--- config.mk ---
export PLATFORM = sky130hd
export DESIGN_NAME = request_unit_flat
export DESIGN_NICKNAME = d
export VERILOG_FILES = /design/src/rtl/request_unit_if.sv /design/src/rtl/request_unit.sv /design/src/flat_wrapper.sv
export SDC_FILE = /design/constraint.sdc
export NUM_CORES = 1
export LEC_CHECK = 0
export BUFFER_PORTS_ARGS = -buffer_cell sky130_fd_sc_hd__buf_2
export CORE_AREA = 3 3 43 55
export CTS_BUF_LIST = sky130_fd_sc_hd__clkbuf_4 sky130_fd_sc_hd__clkbuf_8
export CTS_CLUSTER_SIZE = 8
export DETAILED_ROUTE_END_ITERATION = 10
export DIE_AREA = 0 0 46 58
export PLACE_DENSITY_LB_ADDON = 0.15
export SYNTH_ARGS = -nofsm -noshare
export SYNTH_HDL_FRONTEND = slang
export SYNTH_SLANG_ARGS = --single-unit
--- constraint.sdc ---
create_clock -name CLK -period 2.07 [get_ports CLK]
set_input_delay 0.1035 -clock CLK [delete_from_list [all_inputs] [get_ports CLK]]
set_output_delay 0.1035 -clock CLK [all_outputs]
set_load 0.01 [all_outputs]
--- src/rtl/request_unit_if.sv ---
// rtl/request_unit_if.sv - control-unit/cache side signals of the request unit.
interface request_unit_if;
  logic        cu_dREN;
  logic        cu_dWEN;
  logic        cu_datomic;
  logic        cu_halt;
  logic [31:0] dmemaddr;
  logic        ihit;
  logic        dhit;
  logic        imemREN;
  logic        dmemREN;
  logic        dmemWEN;
  logic        pc_en;
  logic        halt;
  logic [31:0] sc_result;

  modport master (
    output cu_dREN, cu_dWEN, cu_datomic, cu_halt, dmemaddr, ihit, dhit,
    input  imemREN, dmemREN, dmemWEN, pc_en, halt, sc_result
  );

  modport slave (
    input  cu_dREN, cu_dWEN, cu_datomic, cu_halt, dmemaddr, ihit, dhit,
    output imemREN, dmemREN, dmemWEN, pc_en, halt, sc_result
  );
endinterface

--- src/rtl/request_unit.sv ---
// rtl/request_unit.sv - registered memory request sequencer with PC enable, sticky halt and LL/SC link.
// LL/SC support (link register, SCFAIL, sc_result) is built only when REQUEST_UNIT_ATOMIC_EN is defined.
module request_unit #(
  parameter int LINK_W = 32
) (
  input logic           CLK,
  input logic           nRST,
  request_unit_if.slave bus
);
  typedef enum logic [1:0] {
    FETCH  = 2'd0,
    DATA   = 2'd1,
    SCFAIL = 2'd2,
    HALTED = 2'd3
  } state_t;

  state_t state;
  logic   dren_q;
  logic   dwen_q;
  logic   halt_q;
  logic   pc_en_c;

  assign bus.imemREN = (state == FETCH);
  assign bus.dmemREN = dren_q;
  assign bus.dmemWEN = dwen_q;
  assign bus.halt    = halt_q;
  assign bus.pc_en   = pc_en_c;

`ifdef REQUEST_UNIT_ATOMIC_EN
  logic              link_valid;
  logic [LINK_W-1:0] link_addr;
  logic              link_hit;
  logic              sc_q;
  logic              op_ll;
  logic              op_sc;
  logic              unused_addr_bits;

  assign link_hit         = link_valid && (link_addr == bus.dmemaddr[LINK_W-1:0]);
  assign bus.sc_result    = {31'd0, sc_q};
  assign unused_addr_bits = ^bus.dmemaddr;
`else
  logic unused_atomic;

  assign bus.sc_result = 32'd1;
  assign unused_atomic = bus.cu_datomic ^ (^bus.dmemaddr);
`endif

  always_comb begin
    pc_en_c = 1'b0;
    case (state)
      FETCH:   pc_en_c = bus.ihit & ~bus.cu_halt & ~bus.cu_dREN & ~bus.cu_dWEN;
      DATA:    pc_en_c = bus.dhit;
      SCFAIL:  pc_en_c = 1'b1;
      default: pc_en_c = 1'b0;
    endcase
  end

  always_ff @(posedge CLK) begin
    if (!nRST) begin
      state  <= FETCH;
      dren_q <= 1'b0;
      dwen_q <= 1'b0;
      halt_q <= 1'b0;
`ifdef REQUEST_UNIT_ATOMIC_EN
      link_valid <= 1'b0;
      link_addr  <= '0;
      sc_q       <= 1'b0;
      op_ll      <= 1'b0;
      op_sc      <= 1'b0;
`endif
    end else begin
      case (state)
        FETCH: begin
          if (bus.ihit) begin
            if (bus.cu_halt) begin
              state  <= HALTED;
              halt_q <= 1'b1;
            end else if (bus.cu_dREN) begin
              // Load wins over a (malformed) simultaneous store decode.
              dren_q <= 1'b1;
              state  <= DATA;
`ifdef REQUEST_UNIT_ATOMIC_EN
              op_ll  <= bus.cu_datomic;
              op_sc  <= 1'b0;
`endif
            end else if (bus.cu_dWEN) begin
`ifdef REQUEST_UNIT_ATOMIC_EN
              op_ll <= 1'b0;
              op_sc <= bus.cu_datomic;
              if (!bus.cu_datomic) begin
                dwen_q <= 1'b1;
                state  <= DATA;
              end else if (link_hit) begin
                dwen_q <= 1'b1;
                sc_q   <= 1'b1;
                state  <= DATA;
              end else begin
                sc_q  <= 1'b0;
                state <= SCFAIL;
              end
`else
              dwen_q <= 1'b1;
              state  <= DATA;
`endif
            end
          end
        end
        DATA: begin
          if (bus.dhit) begin
            dren_q <= 1'b0;
            dwen_q <= 1'b0;
            state  <= FETCH;
`ifdef REQUEST_UNIT_ATOMIC_EN
            // Link changes only once the access has actually completed.
            if (op_ll) begin
              link_valid <= 1'b1;
              link_addr  <= bus.dmemaddr[LINK_W-1:0];
            end else if (op_sc) begin
              link_valid <= 1'b0;
            end else if (dwen_q && (link_addr == bus.dmemaddr[LINK_W-1:0])) begin
              link_valid <= 1'b0;
            end
`endif
          end
        end
`ifdef REQUEST_UNIT_ATOMIC_EN
        SCFAIL: begin
          link_valid <= 1'b0;
          state      <= FETCH;
        end
`endif
        HALTED:  state <= HALTED;
        default: state <= FETCH;
      endcase
    end
  end
endmodule

--- src/flat_wrapper.sv ---
// flat-port wrapper written by rule: the top's interface ports become plain ports
module request_unit_flat 
#(
  parameter int LINK_W = 32
)
  (CLK, nRST, bus_cu_dREN, bus_cu_dWEN, bus_cu_datomic, bus_cu_halt, bus_dmemaddr, bus_ihit, bus_dhit, bus_imemREN, bus_dmemREN, bus_dmemWEN, bus_pc_en, bus_halt, bus_sc_result);
  request_unit_if bus_i ();
  input logic CLK;
  input logic nRST;
  input wire logic [$bits(bus_i.cu_dREN)-1:0] bus_cu_dREN;
  input wire logic [$bits(bus_i.cu_dWEN)-1:0] bus_cu_dWEN;
  input wire logic [$bits(bus_i.cu_datomic)-1:0] bus_cu_datomic;
  input wire logic [$bits(bus_i.cu_halt)-1:0] bus_cu_halt;
  input wire logic [$bits(bus_i.dmemaddr)-1:0] bus_dmemaddr;
  input wire logic [$bits(bus_i.ihit)-1:0] bus_ihit;
  input wire logic [$bits(bus_i.dhit)-1:0] bus_dhit;
  output wire logic [$bits(bus_i.imemREN)-1:0] bus_imemREN;
  output wire logic [$bits(bus_i.dmemREN)-1:0] bus_dmemREN;
  output wire logic [$bits(bus_i.dmemWEN)-1:0] bus_dmemWEN;
  output wire logic [$bits(bus_i.pc_en)-1:0] bus_pc_en;
  output wire logic [$bits(bus_i.halt)-1:0] bus_halt;
  output wire logic [$bits(bus_i.sc_result)-1:0] bus_sc_result;
  assign bus_i.cu_dREN = bus_cu_dREN;
  assign bus_i.cu_dWEN = bus_cu_dWEN;
  assign bus_i.cu_datomic = bus_cu_datomic;
  assign bus_i.cu_halt = bus_cu_halt;
  assign bus_i.dmemaddr = bus_dmemaddr;
  assign bus_i.ihit = bus_ihit;
  assign bus_i.dhit = bus_dhit;
  assign bus_imemREN = bus_i.imemREN;
  assign bus_dmemREN = bus_i.dmemREN;
  assign bus_dmemWEN = bus_i.dmemWEN;
  assign bus_pc_en = bus_i.pc_en;
  assign bus_halt = bus_i.halt;
  assign bus_sc_result = bus_i.sc_result;
  request_unit #(.LINK_W(LINK_W)) u_core (.CLK(CLK), .nRST(nRST), .bus(bus_i));
endmodule
# Word-level counts from Yosys, hierarchy flattened
# Cells that the tools add are included.
[classes]
bitwise = 6
reduce_logical = 6
n_mux = 17
n_eq_ne = 10
[op_table]
columns = ["op", "count"]
rows = [
  ["2-bit inequality test (second input constant)", 6],
  ["2-bit two-way mux", 5],
  ["1-bit two-way mux", 8],
  ["2-bit case mux with 3 select lines", 1],
  ["3-bit AND reduction", 2],
  ["6-bit AND reduction", 1],
  ["5-bit AND reduction", 1],
  ["2-bit == test (second input constant)", 2],
  ["4-bit inequality test (second input constant)", 1],
  ["1-bit case mux with 2 select lines", 2],
  ["1-bit AND", 3],
  ["1-bit NOT", 3],
  ["1-bit case mux with 3 select lines", 1],
  ["2-bit by 1-bit == test with 1-bit output (second input constant)", 1],
  ["2-bit logical NOT", 1],
  ["2-bit nonzero test", 1],
]
[word_totals]
reg_bits = 5
wordCells = 43

# Depth between registers and ports, before layout
# Gate-level depths: netlist of run 1.
[depth]
word_depth = 5
ltp_mapped = 6

# Least setup slack after synthesis of run 1
# Ideal clock, no wire load.
[synth_timing]
path_kind = "register to register"
start = "register u_core.state[0]"
end = "register u_core.state[1]"
stages_incl_launch_ff = 7
period_less_slack_ns = 1.679
t_required_ns = 1.954
arrival_ns = 1.563
setup_time_ns = 0.116
path_buffers = 0
setup_slack_ns = 0.391
path_cell_list = "dfxtp_1 inv_1 ha_1 nor2b_1 a222oi_1 mux2i_1 nor2b_1"
[synth_via]
elab_chain_cells = 3
[synth_lines]
columns = ["element", "line_no", "text"]
rows = [
  ["start, declared", "request_unit.sv:17", "state_t state;"],
  ["start signal, assigned", "request_unit.sv:60", "state <= FETCH;"],
  ["start signal, assigned", "request_unit.sv:76", "state <= HALTED;"],
  ["start signal, assigned", "request_unit.sv:81", "state <= DATA;"],
  ["2-bit by 1-bit == test with 1-bit output or 2-bit logical NOT (tied branches)", "request_unit.sv:72", "case (state)"],
  ["2-bit inequality test (no source line) or 4-bit inequality test (tied branches)", "--", ""],
  ["3-bit AND reduction (no source line)", "--", ""],
]
# Parallel ways exist; a longest one is shown, timed or not.
# A chain may end at the register's enable or synchronous reset.

# Worst setup path after layout of run 1
# Same ends and word-level chain as after synthesis.

==> impl_metrics.yaml, run 1 <==
placed_design:
  placed_cells: 107
  dpl_cell_area_sq_um: 571
  io_buffers: 11
  gp_congestion: 0.673
  dpl.hpwl_um: 824
synth:
  synth_cell_types: 16
  synth_warnings: 0
  seq_area_frac_synth_pct: 16.6
  synth_edf_count: 0
  synth-async-reset-ratio_pct: 0
  syn_inst: 76
  synth_top_area_cell: "buf_4"
  yosysMostFrequentCell: "buf_4"
  synth_common_cells: "buf_4 (32), ha_1 (6), a21oi_1 (5), dfxtp_1 (5), inv_1 (5)"
  avgSynthCellArea_sq_um: 7.94
  syn_area_sq_um: 603
  ys_ff_latch: 5
  synth.top_cell.area_share_pct: 39.8
  ys.flop_type: "dfxtp_1"
  synth_area_leaders: "buf_4 (40%), dfxtp_1 (17%), ha_1 (12%)"
setup_path:
  crit_end: "u_core.state[1]"
  crit_fanout: 5
  r2r_end: "u_core.state[1]"
  critPathLaunchType: "register"
  path_delay_family: "flip-flops"
  cp.depth: 7
  worstSetupPathType: "reg -> reg"
  max_stage_delay_ns: 0.39
  cp_cell_sequence: "inv_1 -> ha_1 -> nor2b_1 -> a222oi_1 -> buf_4 -> mux2i_1 -> nor2b_1"
  ff2ff_setup_slack_ns: 0.38
  cp.required_ns: 2.20
  worstPathBufferInverterCount: 2
  crit_arrival_ns: 1.82
  cp-startpoint: "u_core.state[0]"
  cp-end-kind: "register"
  crit-reg2reg-launch: "u_core.state[0]"
  slowest_stage: "dfxtp_1"
  cpMostUsedCell: "nor2b_1"
  r2r_cells: 7
final_layout:
  antenna_cells: 0
  drive_gt1_share_pct: 18.7
  fin_area_sq_um: 601
  layout.nets: 138
  synthToLayoutAreaGrowth_pct: -0.415
  stdcell_count: 111
global_routing:
  grt_pass1_wl_um: 1480
  grt_pass1_vias: 342
  grt_usage_pct: 7.39
  grt_max_degree: 7
  antenna_found_initial: 0
  gr-total-overflow: 0
die:
  coreArea_sq_um: 1940
  fp.dieW_um: 46
  num_rows: 18
  dieArea_sq_um: 2670
  initial_core_util_pct: 31.1
  fp.dieH_um: 58
  ios: 77
clock_network:
  cts_made_buffers: 3
  clkSinkCount: 5
  cts_root_buf: "clkbuf_4"
  clock_latency_ns: 0.24
  postCtsHoldBufs: 0
  ctsLongestPathBuffers: 2
  ctsHtreeMaxLevel: 1
  cts_tree: "yes"
  clkTransAtPathRegs_ns: 0.04
  post_cts_buffers: 0
  post_cts_resized: 0
timing:
  slew_viol_final: 0
  hold_violations: 0
  rsz0062_at_grt: "no"
  setup_violations: 0
  fin_tns_setup_ns: 0
  max_freq_ghz: 0.591
  finalWorstPathRequiredPeriod_ns: 1.69
  clock-skew-final_ns: 0.00275
  post-route-period-util_pct: 81.7
routing:
  firstDrtPassIters: 4
  ant_nets: 0
  routed_wl_um: 918
  routed_via_density: 3.79
  vias: 421
  drt_iter0_drc: 11
  drcViolationCount: 0
  wire_per_inst_um: 8.27
worst_hold_path:
  holdPathStages: 2
  hold_class: "in -> reg"
power:
  totalPowerFinal_mw: 0.617
  peakVddDrop_v: 0.000445
  p_leak_nw: 0.362
  p_per_area_nw_per_um2: 1030
outcome:
  status: "completed"
flow_run:
  drv_cap: 0
## worst min-delay path by stage
stage / startpoint / to / slack [ns]
6_report: nRST / u_core.state[0] / 0.16
5_1_grt: nRST / u_core.state[0] / 0.15
4_1_cts: nRST / u_core.state[0] / 0.15
3_5_place_dp: nRST / u_core.state[0] / 0.40
3_3_place_gp: nRST / u_core.state[0] / 0.40
2_1_floorplan: nRST / u_core.state[1] / 0.23
## area by class of cell
class,count,area [sq um]
clock buffers,4,30.0
fillers,225,1340
inverters,5,18.8
multi-input cells,64,357
flip-flops and latches,5,100
well taps,20,25.0
repair buffers,13,70.1
## layer usage
metal  track usage, %  vias to the layer above  part of all wire, %
met5                0                        -                    0
met1             9.25                      190                   40
met2             11.6                       24                   48
met4             3.66                        0                    0
li1                 -                      207                    -
met3             1.55                        0                   12
## registers in the layout (all words and copies together), names as in the netlist
name / cells
u_core.bus.halt: 1
u_core.state: 2
u_core.bus.dmemREN: 1
u_core.bus.dmemWEN: 1
## logic make-up after synthesis
group | Yosys count | share of synthesized area [%]
AOI/OAI and AO/OA | 9 | 9.34
adders and majority gates | 6 | 12.4
buffers and inverters | 37 | 42.9
DFF | 5 | 16.6
muxes | 4 | 6.64
other | 2 | 1.25
and+or+nand+nor | 13 | 10.8
## through the flow
step | util [%] | hold WS [ns] | setup WS (ns)
after floorplan | - | 0.232 | 0.391
after global placement | 29.5 | 0.402 | 0.382
after detailed placement | 29.5 | 0.404 | 0.393
after CTS | 31.0 | 0.154 | 0.373
after global routing | 31.0 | 0.155 | 0.221
final | 31.0 | 0.160 | 0.379
## placed cells by master, fill, tap and decap left out, drive strengths merged
master / synthesis / layout
conb: 2 / 32
buf: 32 / 13
ha: 6 / 6
inv: 5 / 5
a21oi: 5 / 5
dfxtp: 5 / 5
nor2b: 4 / 4
nand2: 4 / 4
mux2i: 4 / 4
clkbuf: 0 / 4
nor2: 2 / 2
nand2b: 2 / 2
nand3: 1 / 1
o21ai: 1 / 1
a222oi: 1 / 1
a31oi: 1 / 1
o211a: 1 / 1
## power by group
| group | switching, mW | total [mW] | leakage, nW | internal [mW] |
|---|---|---|---|---|
| combinational | 0.188 | 0.340 | 0.303 | 0.152 |
| clock | 0.0362 | 0.122 | 0.0184 | 0.0857 |
| sequential | 0.0262 | 0.155 | 0.0411 | 0.129 |
Power figures use the tool's default switching activity.
==> inputs of run 2 (changes only) <==
--- a/config.mk
+++ b/config.mk
@@ -5,12 +5,13 @@
 export SDC_FILE = /design/constraint.sdc
 export NUM_CORES = 1
 export LEC_CHECK = 0
+export ABC_AREA = 1
 export BUFFER_PORTS_ARGS = -buffer_cell sky130_fd_sc_hd__buf_2
-export CORE_AREA = 3 3 43 55
+export CORE_AREA = 3 3 46 58
 export CTS_BUF_LIST = sky130_fd_sc_hd__clkbuf_4 sky130_fd_sc_hd__clkbuf_8
 export CTS_CLUSTER_SIZE = 8
 export DETAILED_ROUTE_END_ITERATION = 10
-export DIE_AREA = 0 0 46 58
+export DIE_AREA = 0 0 49 61
 export PLACE_DENSITY_LB_ADDON = 0.15
 export SYNTH_ARGS = -nofsm -noshare
 export SYNTH_HDL_FRONTEND = slang
==> constraint.sdc (replaced) <==
create_clock -name CLK -period 1.46 [get_ports CLK]
set_input_delay 0.073 -clock CLK [delete_from_list [all_inputs] [get_ports CLK]]
set_output_delay 0.073 -clock CLK [all_outputs]
set_load 0.01 [all_outputs]
==> impl_metrics.yaml, run 2 <==
worst_hold_path:
  hp-start: "nRST"
  hold_end: "u_core.bus.halt"
  holdPathStages: 2
  hold_class: "in -> reg"
clock_network:
  ctsLongestPathBuffers: 2
  cts_tree: "yes"
  clock_latency_ns: 0.24
  clkSinkCount: 5
  clkTransAtPathRegs_ns: 0.04
  postCtsHoldBufs: 0
  ctsHtreeMaxLevel: 1
  cts_root_buf: "clkbuf_4"
  post_cts_buffers: 0
  cts_made_buffers: 3
power:
  peakVddDrop_v: 0.000714
  totalPowerFinal_mw: 1.09
  p_leak_nw: 0.390
  p_per_area_nw_per_um2: 1640
setup_path:
  r2r_end: "u_core.bus.dmemWEN"
  r2r_cells: 8
  critPathLaunchType: "register"
  crit-reg2reg-launch: "u_core.state[0]"
  worstSetupPathType: "reg -> out"
  cp_cell_sequence: "buf_4 -> ha_2 -> a21oi_1 -> a21oi_1 -> buf_2"
  path_delay_family: "flip-flops"
  worstPathBufferInverterCount: 2
  cpMostUsedCell: "a21oi_1"
  ff2ff_setup_slack_ns: 0.17
  crit_arrival_ns: 1.28
  cp-end-kind: "output pin"
  cp.required_ns: 1.39
  max_stage_delay_ns: 0.32
  slowest_stage: "dfxtp_1"
  crit_fanout: 6
synth:
  syn_area_sq_um: 657
  synth.top_cell.area_share_pct: 36.6
  syn_inst: 95
  synth_common_cells: "buf_4 (32), inv_1 (10), nand2_1 (9)"
  ys_ff_latch: 5
  synth_top_area_cell: "buf_4"
  synth_area_leaders: "buf_4 (37%), dfxtp_1 (15%), ha_1 (11%)"
  synth-async-reset-ratio_pct: 0
  synth_cell_types: 16
  yosysMostFrequentCell: "buf_4"
  synth_warnings: 0
  seq_area_frac_synth_pct: 15.2
  synth_edf_count: 0
  ys.flop_type: "dfxtp_1"
  avgSynthCellArea_sq_um: 6.91
die:
  fp.dieW_um: 49
  fp.dieH_um: 61
  ios: 77
  num_rows: 19
  coreArea_sq_um: 2210
  initial_core_util_pct: 29.7
  dieArea_sq_um: 2990
timing:
  max_freq_ghz: 0.739
  clock-skew-final_ns: 0.00258
  hold_violations: 0
  post-route-period-util_pct: 92.7
  rsz0062_at_grt: "yes"
  slew_viol_final: 0
  fin_tns_setup_ns: 0
  finalWorstPathRequiredPeriod_ns: 1.35
  setup_violations: 0
flow_run:
  drv_cap: 0
final_layout:
  fin_util_pct: 29.9
  drive_gt1_share_pct: 22.9
  final_common_cell: "conb_1"
  stdcell_count: 140
  synthToLayoutAreaGrowth_pct: 0.762
  layout.nets: 156
  antenna_cells: 0
  largest_reg_flops: 2
  mostFrequentLayoutCells: "conb_1 (32), buf_2 (11), inv_1 (10)"
  largest_register: "u_core.state"
global_routing:
  gr-total-overflow: 0
  grt_pass1_vias: 433
  antenna_found_initial: 0
  grt_usage_pct: 7.56
  grt_max_degree: 9
  grt_pass1_wl_um: 1770
placed_design:
  io_buffers: 11
  gp_congestion: 0.759
  placed_cells: 136
  dpl.hpwl_um: 944
routing:
  routed_wl_um: 1040
  wire_per_inst_um: 7.44
  ant_nets: 0
  firstDrtPassIters: 4
  drt_iter0_drc: 6
  routed_via_density: 3.40
  vias: 476
  drcViolationCount: 0
outcome:
  status: "completed"
-- run 2: changes by cell type after synthesis, sizes merged, moves of 2 or more --
| cell | change |
|---|---|
| nand2 | +10 |
| nand2b | -2 |
| nand3 | +3 |
| mux2i | -4 |
| nor2b | -4 |
| nor2 | +6 |
| inv | +6 |
| a21oi | +3 |
-- run 2: cells by family after synthesis --
kind of cell,count (synthesis),share of synthesized area (%)
buffers and inverters,44,44.6
AND/OR/NAND/NOR,28,19.6
AO/OA/AOI/OAI,10,8.00
adder cells (fa/ha/maj),6,11.4
flip-flops,5,15.2
other,2,1.14
-- run 2: worst max-delay path by stage --
stage                                from            endpoint  slack (ns)  depth (start not counted)
after floorplan           u_core.state[0]  u_core.bus.dmemREN        0.18                          9
after global placement    u_core.state[0]  u_core.bus.dmemWEN        0.11                          8
after detailed placement  u_core.state[0]  u_core.bus.dmemWEN        0.09                          8
after CTS                 u_core.state[0]           bus_pc_en       0.009                          5
after global routing      u_core.state[0]           bus_pc_en       -0.03                          5
final                     u_core.state[0]           bus_pc_en        0.11                          5
-- run 2: where the power goes --
part | total [mW] | switching, mW | internal [mW] | leakage (nW)
Combinational | 0.702 | 0.429 | 0.273 | 0.330
Clock | 0.173 | 0.0514 | 0.121 | 0.0184
Sequential | 0.211 | 0.0229 | 0.188 | 0.0411
-- run 2: per-stage QoR --
stage               setup slack [ns]  cell area, sq um  hold slack, ns
finish                         0.106               662          0.0901
global route                 -0.0303               662          0.0924
CTS                          0.00949               657          0.0831
detailed placement            0.0945               627           0.335
global placement               0.109               627           0.337
floorplan                      0.183               769           0.190
-- run 2: repair_timing --
item | 4_1_cts | 5_1_grt
gates resized for setup | 0 | 2
setup endpoints to repair | 0 | 4
endpoints found under the hold margin | 0 | 0
-- run 2: metal layers --
layer / up-vias / track usage, % / part of all wire (%)
met5: - / 0 / 0
met2: 29 / 13.8 / 48
met1: 194 / 8.12 / 41
met3: 0 / 1.47 / 11
li1: 253 / - / -
met4: 0 / 4.88 / 0
-- run 2: cell type report --
cell class | instances | area [sq um]
clock buffer | 4 | 30.0
timing repair buffer | 13 | 70.1
inverter | 11 | 41.3
sequential | 5 | 100
fill | 251 | 1550
tap | 31 | 38.8
multi-input combinational | 76 | 382
==> inputs of run 3 (changes only) <==
--- a/config.mk
+++ b/config.mk
@@ -12,7 +12,7 @@
 export CTS_CLUSTER_SIZE = 8
 export DETAILED_ROUTE_END_ITERATION = 10
 export DIE_AREA = 0 0 49 61
-export PLACE_DENSITY_LB_ADDON = 0.15
+export PLACE_DENSITY = 0.75
 export SYNTH_ARGS = -nofsm -noshare
 export SYNTH_HDL_FRONTEND = slang
 export SYNTH_SLANG_ARGS = --single-unit
==> impl_metrics.yaml, run 3 (same netlist as run 2, synthesis figures left out) <==
setup_path:
  max_stage_delay_ns: 0.30
  critPathLaunchType: "register"
  worstSetupPathType: "reg -> out"
  crit_fanout: 4
  cp-end-kind: "output pin"
  path_delay_family: "flip-flops"
  cp_cell_sequence: "inv_1 -> ha_1 -> nand4_1 -> a21oi_1 -> buf_2"
  worstPathBufferInverterCount: 2
  crit_arrival_ns: 1.26
  cp.required_ns: 1.39
  slowest_stage: "dfxtp_1"
routing:
  ant_nets: 0
  firstDrtPassIters: 4
  routed_wl_um: 917
  wire_per_inst_um: 6.55
  vias: 477
  drcViolationCount: 0
  drt_iter0_drc: 5
  routed_via_density: 3.41
power:
  netSwitchingPower_mw: 0.490
  p_sw_share_pct: 45.6
  p_leak_nw: 0.393
  power_frac_comb_pct: 64.6
  peakVddDrop_v: 0.000476
  clkPwrFrac_pct: 16.0
  intPower_mw: 0.585
  seq_power_share_pct: 19.4
  p_per_area_nw_per_um2: 1610
timing:
  post-route-period-util_pct: 91.5
  clock-skew-final_ns: 0.00262
  max_freq_ghz: 0.748
  slew_viol_final: 0
  setup_violations: 0
  rsz0062_at_grt: "no"
  hold_violations: 0
  fin_tns_setup_ns: 0
  finalWorstPathRequiredPeriod_ns: 1.34
global_routing:
  grt_usage_pct: 5.98
  grt_max_degree: 9
  grt_pass1_wl_um: 1390
  gr-total-overflow: 0
  antenna_found_initial: 0
  grt_pass1_vias: 370
final_layout:
  largest_register: "u_core.state"
  largest_reg_flops: 2
  mostFrequentLayoutCells: "conb_1 (32), buf_2 (11), inv_1 (10)"
  fin_util_pct: 30.3
  drive_gt1_share_pct: 22.0
  final_common_cell: "conb_1"
  antenna_cells: 0
  synthToLayoutAreaGrowth_pct: 1.90
  layout.nets: 156
clock_network:
  ctsLongestPathBuffers: 2
  post_cts_resized: 0
  ctsHtreeMaxLevel: 1
  clkTransAtPathRegs_ns: 0.04
  clkSinkCount: 5
  cts_made_buffers: 3
  cts_root_buf: "clkbuf_4"
  postCtsHoldBufs: 0
  clock_latency_ns: 0.23
  cts_tree: "yes"
  post_cts_buffers: 0
die:
  fp.dieH_um: 61
  ios: 77
  coreArea_sq_um: 2210
  initial_core_util_pct: 29.7
  dieArea_sq_um: 2990
  num_rows: 19
  fp.dieW_um: 49
placed_design:
  dpl.hpwl_um: 831
  io_buffers: 11
  gp_congestion: 0.778
worst_hold_path:
  hold_class: "in -> reg"
outcome:
  status: "completed"
flow_run:
  drv_cap: 0
-- run 3: cell counts in the layout (fill, tap and decap cells not counted) --
No cell type changed its count.
-- run 3: worst reg2reg max path, delay by kind of cell (launching register included) --
kind / cells / cell delay (ns)
simple gates: 3 / 0.36
fa+ha+maj: 1 / 0.34
flops: 1 / 0.30
buf+inv: 1 / 0.12
compound gates: 1 / 0.12
-- run 3: cell type report --
type	count	area, sq um
Timing Repair Buffer	13	70.1
Clock buffer	4	30.0
Tap cell	31	38.8
Inverter	11	41.3
Sequential cell	5	100
Fill cell	266	1540
Multi-Input combinational cell	76	389
-- run 3: routing by layer --
layer	GRT usage (%)	vias to the layer above	wire length [um]
li1	-	255	-
met1	6.94	190	397
met2	9.71	32	378
met3	1.97	0	141
met4	3.66	0	0
met5	0	-	0
-- run 3: power by group through the flow --
stage	registers, mW	logic (mW)	clock network (mW)
final	0.209	0.695	0.172
after global routing	0.218	0.793	0.197
after CTS	0.210	0.674	0.183
after detailed placement	0.213	0.674	0
after global placement	0.212	0.666	0
after floorplan	0.240	0.569	0
-- run 3: worst paths after layout --
path	slack, ns	cells past startpoint	end	start
setup / recovery	0.12	5	bus_pc_en	u_core.state[1]
hold / removal	0.1	2	u_core.bus.halt	nRST
setup reg to reg	0.15	6	u_core.state[0]	u_core.state[1]
hold reg to reg	0.46	1	u_core.bus.halt	u_core.bus.halt
-- run 3: metrics by stage --
stage	std cells	worst slack [ns]	hold WS, ns	power, mW	area [sq um]
2_1_floorplan	125	0.183	0.190	0.809	769
3_3_place_gp	136	0.144	0.335	0.878	627
3_5_place_dp	136	0.133	0.341	0.886	627
4_1_cts	140	0.0383	0.0902	1.07	657
5_1_grt	140	0.00168	0.109	1.21	669
6_report	140	0.124	0.0961	1.08	669
